--- config.mk ---
export PLATFORM = sky130hd
export DESIGN_NAME = bc_polinomio
export DESIGN_NICKNAME = d
export VERILOG_FILES = /design/src/rtl/bc_polinomio.sv
export SDC_FILE = /design/constraint.sdc
export NUM_CORES = 1
export LEC_CHECK = 0
export ABC_AREA = 1
export CAP_MARGIN = 30
export CORE_AREA = 2 2 39 41
export CTS_CLUSTER_DIAMETER = 100
export CTS_CLUSTER_SIZE = 40
export DETAILED_ROUTE_END_ITERATION = 8
export DIE_AREA = 0 0 41 43
export HOLD_SLACK_MARGIN = 0.06
export PLACE_DENSITY_LB_ADDON = 0.15
export SYNTH_ARGS = -nofsm -noshare
export SYNTH_HDL_FRONTEND = slang
export SYNTH_SLANG_ARGS = --single-unit
--- constraint.sdc ---
create_clock -name clk -period 0.9 [get_ports clk]
set_input_delay 0.135 -clock clk [delete_from_list [all_inputs] [get_ports clk]]
set_output_delay 0.135 -clock clk [all_outputs]
set_load 0.05 [all_outputs]
--- src/rtl/bc_polinomio.sv ---
// Control block (Moore FSM) sequencing a 16-bit datapath to compute a*x*x + b*x + c.
// Optional feature: define BC_POLINOMIO_ABORT_EN to add an `abort` input that returns to IDLE.
module bc_polinomio #(
  parameter logic MUL_H = 1'b1
) (
  input  logic       clk,
  input  logic       rst,
  input  logic       start,
`ifdef BC_POLINOMIO_ABORT_EN
  input  logic       abort,
`endif
  output logic [1:0] m0,
  output logic [1:0] m1,
  output logic [1:0] m2,
  output logic       lx,
  output logic       ls,
  output logic       lh,
  output logic       h,
  output logic       busy,
  output logic       done
);

  typedef enum logic [2:0] {
    IDLE  = 3'd0,
    LOADX = 3'd1,
    S1    = 3'd2,
    S2    = 3'd3,
    S3    = 3'd4,
    S4    = 3'd5,
    S5    = 3'd6,
    DONE  = 3'd7
  } state_t;

  typedef struct packed {
    logic [1:0] m0;
    logic [1:0] m1;
    logic [1:0] m2;
    logic       lx;
    logic       ls;
    logic       lh;
    logic       h;
    logic       busy;
    logic       done;
  } ctrl_t;

  state_t state_r;
  state_t nxt_s;
  ctrl_t  ctrl_r;
  logic   abort_s;

  // Control word for each state; outputs are registered from the next state so they track state_r.
  function automatic ctrl_t decode(input state_t s);
    ctrl_t c;
    c      = '0;
    c.h    = ~MUL_H;
    c.busy = (s != IDLE);
    case (s)
      LOADX: c.lx = 1'b1;
      S1: begin
        c.m0 = 2'b01; c.m2 = 2'b01; c.m1 = 2'b01; c.h = MUL_H; c.lh = 1'b1;
      end
      S2: begin
        c.m2 = 2'b11; c.m1 = 2'b01; c.h = MUL_H; c.lh = 1'b1;
      end
      S3: begin
        c.m0 = 2'b10; c.m2 = 2'b01; c.m1 = 2'b01; c.h = MUL_H; c.ls = 1'b1;
      end
      S4: begin
        c.m2 = 2'b10; c.m1 = 2'b11; c.h = ~MUL_H; c.ls = 1'b1;
      end
      S5: begin
        c.m0 = 2'b11; c.m1 = 2'b00; c.m2 = 2'b10; c.h = ~MUL_H; c.ls = 1'b1;
      end
      DONE:    c.done = 1'b1;
      default: c.busy = 1'b0;
    endcase
    return c;
  endfunction

  // Abort request, tied low when the feature is not built in.
`ifdef BC_POLINOMIO_ABORT_EN
  assign abort_s = abort;
`else
  assign abort_s = 1'b0;
`endif

  // Next-state selection; start is only honoured in IDLE.
  always_comb begin
    nxt_s = IDLE;
    if (abort_s && (state_r != IDLE)) begin
      nxt_s = IDLE;
    end else begin
      case (state_r)
        IDLE:    nxt_s = start ? LOADX : IDLE;
        LOADX:   nxt_s = S1;
        S1:      nxt_s = S2;
        S2:      nxt_s = S3;
        S3:      nxt_s = S4;
        S4:      nxt_s = S5;
        S5:      nxt_s = DONE;
        DONE:    nxt_s = IDLE;
        default: nxt_s = IDLE;
      endcase
    end
  end

  // State and registered control outputs; rst has priority over everything.
  always_ff @(posedge clk) begin
    if (rst) begin
      state_r <= IDLE;
      ctrl_r  <= decode(IDLE);
    end else begin
      state_r <= nxt_s;
      ctrl_r  <= decode(nxt_s);
    end
  end

  assign m0   = ctrl_r.m0;
  assign m1   = ctrl_r.m1;
  assign m2   = ctrl_r.m2;
  assign lx   = ctrl_r.lx;
  assign ls   = ctrl_r.ls;
  assign lh   = ctrl_r.lh;
  assign h    = ctrl_r.h;
  assign busy = ctrl_r.busy;
  assign done = ctrl_r.done;

endmodule

==> reports/qor.txt, run 1 <==
Status -> completed
Num CTS Buffers -> 3
Vias in the first global route -> 428
Top Family by Delay on Critical Path -> flip-flops
Max Root-Sink Buffers -> 2
Crit-path slowest cell -> dfxtp_2
Fin nets -> 84
Via density -> 4.28
Max IR drop VDD -> 1.16 mV
Startpoint class of the critical path -> register
Die height -> 43 microns
Post-synthesis cell type count -> 11
Synth top area cells -> dfxtp_1 (63%), nand2_1 (10%), inv_1 (8.7%), nor2_1 (6.3%), nand3_1 (4.2%)
Diode count -> 0
Hold-fix buffers, CTS -> 0
Worst slew margin -> 0.861
Worst-path fanout max -> 1
Leading area contributor after synthesis -> dfxtp_1
Worst Tran Pin Value -> 0.207 ns
Die width -> 41 microns
Final ANT Viol Nets -> 0
Clk_lat worst skew -> 0.28 ns
Max_cap viols -> 0
Crit Path Category -> register to primary output
First-pass GRT wire length -> 1.61 mm
Final setup margin -> 0.00510 ns
Drt total wl -> 939 microns
CP startpoint -> h
P_leak -> 0.427 nW
Largest net degree at the start of global routing -> 9
DP Wirelength -> 675 microns
Avg Cell Area, Syn -> 8.20 sq um
Critical Path RT -> 0.76 ns
Fin crit share -> 0.994
Peak Freq -> 1.12 GHz
Dpl ws -> -0.231 ns
Via count -> 411
Worst Skew -> 0.00399 ns
DRT Pass-1 Iters -> 1
Clk slew on worst S/H paths -> 0.08 ns
Synthesis warning total -> 0
Synthesized cell area -> 475 sq um
Reg2reg setup slack -> 0.02 ns
Final Wtd Congestion -> 0.894
Final Hold Viols -> 0
RSZ-0062 raised after global routing -> yes
DRC violations left -> 0
Worst min path class -> primary input to register
Worst r2r src -> state_r[0]
Final setup fails -> 0
WP buf/inv -> 1
Initial drt markers -> 0
Area Growth Syn to Fin -> 81.3%
Synth Instances -> 58
Critical-path cell list -> buf_12
Layout cells sized above 1 -> 0.550
Post-synthesis sequential area ratio -> 0.632
CTS Root Cell -> clkbuf_4
Critical path arrival -> 0.76 ns
Die Footprint -> 1760 sq um
CP Capture Type -> primary output
Slowest stage delay, CP -> 0.35 ns
I/O pins -> 15
Buffers on Ports -> 14
#FFs+latches synth -> 15
Initial antenna violation count -> 0
CTS tree -> yes
Global route total overflow -> 0
Minimum clock period -> 0.895 ns
PD cells -> 1990 nW/um^2
Htree depth -> 1
Fill cells -> 111
Initial core utilization -> 0.344
Syn_nets -> 61
Share of the synthesized area in the top cell type -> 0.632
Hold Slack -> 0.446 ns
Routed len/inst -> 9.78 microns
Core Util, Final -> 0.623
Hold_sp -> start
Row cnt -> 14
CTS sink count -> 15
Core Region -> 1380 sq um
GRT Total Usage -> 0.143
Final Slew Violations -> 0
-- state kept, by name, summed over array words and instances (netlist names) --
name / count
lh: 1
lx: 1
h: 1
m1: 2
m0: 2
state_r: 3
ls: 1
done: 1
m2: 2
busy: 1
-- metal layers --
metal  up-vias  routed length [microns]  share of wire  global-route usage
met2        10                      544           0.58               0.250
met4         0                       24          0.026               0.100
met3         2                       38          0.040              0.0314
met5         -                        0              0                   0
met1       181                      331           0.35               0.134
li1        218                        -              -                   -
-- cells by family (layout without fill, tap and decap cells) --
logic type	count (synthesis)	count (layout)	synth area share
buffers and inverters	13	35	0.105
flip-flops	15	15	0.632
AO/OA/AOI/OAI	3	3	0.0316
AND/OR/NAND/NOR	27	27	0.232
-- synth_stat cells --
| cell | instances |
|---|---|
| nor2_1 | 8 |
| nand3_1 | 4 |
| nor3_1 | 1 |
| inv_1 | 11 |
| nand4_1 | 1 |
| dfxtp_1 | 15 |
| inv_2 | 1 |
| a21oi_1 | 1 |
| nand2_1 | 13 |
| buf_2 | 1 |
| o21ai_0 | 2 |
-- cell type report --
type                       instances  area, sq um  share of cell area
sequential                        15          324               0.376
timing repair buffer              19          298               0.345
multi-input combinational         30          149               0.173
inverter                          12         45.0              0.0522
clock buffer                       4         26.3              0.0305
tap                               16         20.0              0.0232
-- repair_timing --
item / in CTS / in global routing
cloned: 0 / 0
resized for setup: 16 / 11
hold endpoints to repair: 0 / 0
setup buffers: 0 / 0
setup endpoints to repair: 19 / 21
pin swaps: 0 / 1
-- where the power goes --
part | leakage [nW] | switching (W) | total [W] | internal (W)
combinational | 0.283 | 0.000284 | 0.000541 | 0.000257
clock | 0.0150 | 0.000198 | 0.000370 | 0.000172
sequential | 0.130 | 0.0000670 | 0.000807 | 0.000740
-- worst paths after layout --
check / cells after the start / end
max reg2reg: 5 / busy
max: 1 / h
min reg2reg: 2 / m0[0]
min: 3 / lx
-- cell usage in the layout (no fill, tap or decap), drive strengths merged --
cell	instances
a21oi	1
buf	17
clkbuf	4
clkdlybuf4s50	2
dfxtp	15
inv	12
nand2	13
nand3	4
nand4	1
nor2	8
nor3	1
o21ai	2
-- per-stage QoR --
| stage | std cells | TNS (ns) | total power [W] | area, sq um |
|---|---|---|---|---|
| floorplan | 58 | 0 | 0.00104 | 475 |
| global placement | 92 | -1.89 | 0.00131 | 788 |
| detailed placement | 92 | -2.24 | 0.00132 | 788 |
| CTS | 96 | -0.0120 | 0.00171 | 837 |
| global route | 96 | -0.284 | 0.00180 | 862 |
| finish | 96 | 0 | 0.00172 | 862 |
(Power assumes the default switching activity.)
==> run 2: changes to the inputs <==
--- a/config.mk
+++ b/config.mk
@@ -6,12 +6,15 @@
 export NUM_CORES = 1
 export LEC_CHECK = 0
 export ABC_AREA = 1
+export ABC_CLOCK_PERIOD_IN_PS = 900
 export CAP_MARGIN = 30
 export CORE_AREA = 2 2 39 41
+export CTS_BUF_LIST = sky130_fd_sc_hd__clkbuf_8
 export CTS_CLUSTER_DIAMETER = 100
 export CTS_CLUSTER_SIZE = 40
 export DETAILED_ROUTE_END_ITERATION = 8
 export DIE_AREA = 0 0 41 43
+export DONT_BUFFER_PORTS = 1
 export HOLD_SLACK_MARGIN = 0.06
 export PLACE_DENSITY_LB_ADDON = 0.15
 export SYNTH_ARGS = -nofsm -noshare
==> reports/qor.txt, run 2 (synthesis results as in run 1) <==
Status -> completed
Worst min path class -> primary input to register
Cell Count Post-Placement -> 90
Peak Freq -> 1.13 GHz
Max IR drop VDD -> 1.24 mV
Reg2reg setup slack -> 0.06 ns
Worst r2r src -> state_r[0]
Worst Skew -> 0.000351 ns
Final Non-Filler Cells -> 96
Clk slew on worst S/H paths -> 0.06 ns
Clk_lat worst skew -> 0.25 ns
Buffers on Ports -> 0
CTS Root Cell -> clkbuf_8
Hold Slack -> 0.0395 ns
Post-CTS Setup Repair Bufs -> 0
Fin nets -> 84
Worst Tran Pin Value -> 0.214 ns
First-pass GRT wire length -> 1.31 mm
WP buf/inv -> 1
DRC violations left -> 0
Final Wtd Congestion -> 0.825
Max_cap viols -> 0
Dpl ws -> -0.0617 ns
CP Capture Type -> primary output
Initial core utilization -> 0.344
Global route total overflow -> 0
Final Hold Viols -> 0
Max Root-Sink Buffers -> 2
DRT Pass-1 Iters -> 3
Final Slew Violations -> 0
GRT Total Usage -> 0.119
Commonest non-fill, non-tap cell in the layout -> buf_4
Die width -> 41 microns
Hold_sp -> rst
Initial drt markers -> 7
Die height -> 43 microns
Final setup margin -> 0.0163 ns
DP Wirelength -> 604 microns
FF-to-FF End -> busy
Fill cells -> 129
Most frequent cells in the layout -> buf_4 (14), nand2_1 (12), inv_1 (11), dfxtp_1 (11), nor2_1 (6)
CTS tree -> yes
Row cnt -> 14
Area Growth Syn to Fin -> 51.1%
CTS sink count -> 15
Via density -> 4.11
Flip-flop and latch area -> 310 sq um
Vias in the first global route -> 336
Minimum clock period -> 0.884 ns
Crit Path Category -> register to primary output
Critical-path cell list -> buf_4
Largest register by flop count -> state_r
Largest net degree at the start of global routing -> 10
Critical Path RT -> 0.76 ns
Num CTS Buffers -> 3
I/O pins -> 15
Fin crit share -> 0.982
Worst-path fanout max -> 1
Drt total wl -> 873 microns
Diode count -> 0
Die Footprint -> 1760 sq um
Top Family by Delay on Critical Path -> flip-flops
Multi-input logic area -> 138 sq um
Final setup fails -> 0
Initial antenna violation count -> 0
Max reg flops -> 3
Startpoint class of the critical path -> register
Critical path arrival -> 0.75 ns
WHS Path Cells -> 3
PD cells -> 2400 nW/um^2
Layout cells sized above 1 -> 0.363
Htree depth -> 1
Routed len/inst -> 9.09 microns
Core Region -> 1380 sq um
Via count -> 395
Worst slew margin -> 0.857
Slowest stage delay, CP -> 0.31 ns
Final ANT Viol Nets -> 0
R2r worst-path depth -> 5
P_leak -> 0.396 nW
Worst hold endpoint -> m2[1]
Crit-path slowest cell -> dfxtp_1
-- run 2: cell types whose count changed in the layout (fill, tap and decap cells not counted), sizes merged --
cell	before	now
clkbuf	4	3
clkdlybuf4s50	2	0
clkinv	0	1
dlygate4sd3	0	2
-- run 2: how the worst max path moves through the flow --
stage                           from  endpoint  slack (ns)  depth (start not counted)
after CTS                         lx        lx        0.01                          1
after detailed placement  state_r[1]      busy       -0.06                          4
final                          m0[0]     m0[0]        0.02                          1
after global routing      state_r[1]      busy      -0.005                          5
after floorplan           state_r[1]      busy        0.07                          4
after global placement    state_r[1]      busy       -0.07                          4
-- run 2: final cells by class --
cell class | instances | area share
clock buffers | 3 | 0.0575
clock inverters | 1 | 0.00697
inverters | 12 | 0.0627
multi-input cells | 30 | 0.192
flip-flops and latches | 15 | 0.432
well taps | 16 | 0.0279
repair buffers | 19 | 0.221
-- run 2: metrics by stage --
stage,cell area (sq um),utilization,setup TNS (ns),power [W]
after floorplan,475,-,0,0.00104
after global placement,618,0.447,-0.111,0.00117
after detailed placement,618,0.447,-0.103,0.00117
after CTS,679,0.491,0,0.00172
after global routing,718,0.519,-0.0112,0.00181
final,718,0.519,0,0.00173
-- run 2: timing repair --
action,in CTS,in global routing
pin swaps,0,0
hold buffers,1,1
gates resized for setup,3,11
endpoints found under the setup margin,4,8
endpoints found under the hold margin,8,6
-- run 2: per-layer routing --
metal | vias up | GRT usage | share of wire
met5 | - | 0 | 0
met4 | 0 | 0.140 | 0.046
met2 | 10 | 0.169 | 0.49
met1 | 166 | 0.122 | 0.42
met3 | 4 | 0.0314 | 0.046
li1 | 215 | - | -
-- run 2: report_power, final --
| group | internal (W) | switching, W |
|---|---|---|
| Sequential | 0.000731 | 0.0000380 |
| Clock | 0.000306 | 0.000232 |
| Combinational | 0.000147 | 0.000273 |
| Total | 0.00118 | 0.000543 |
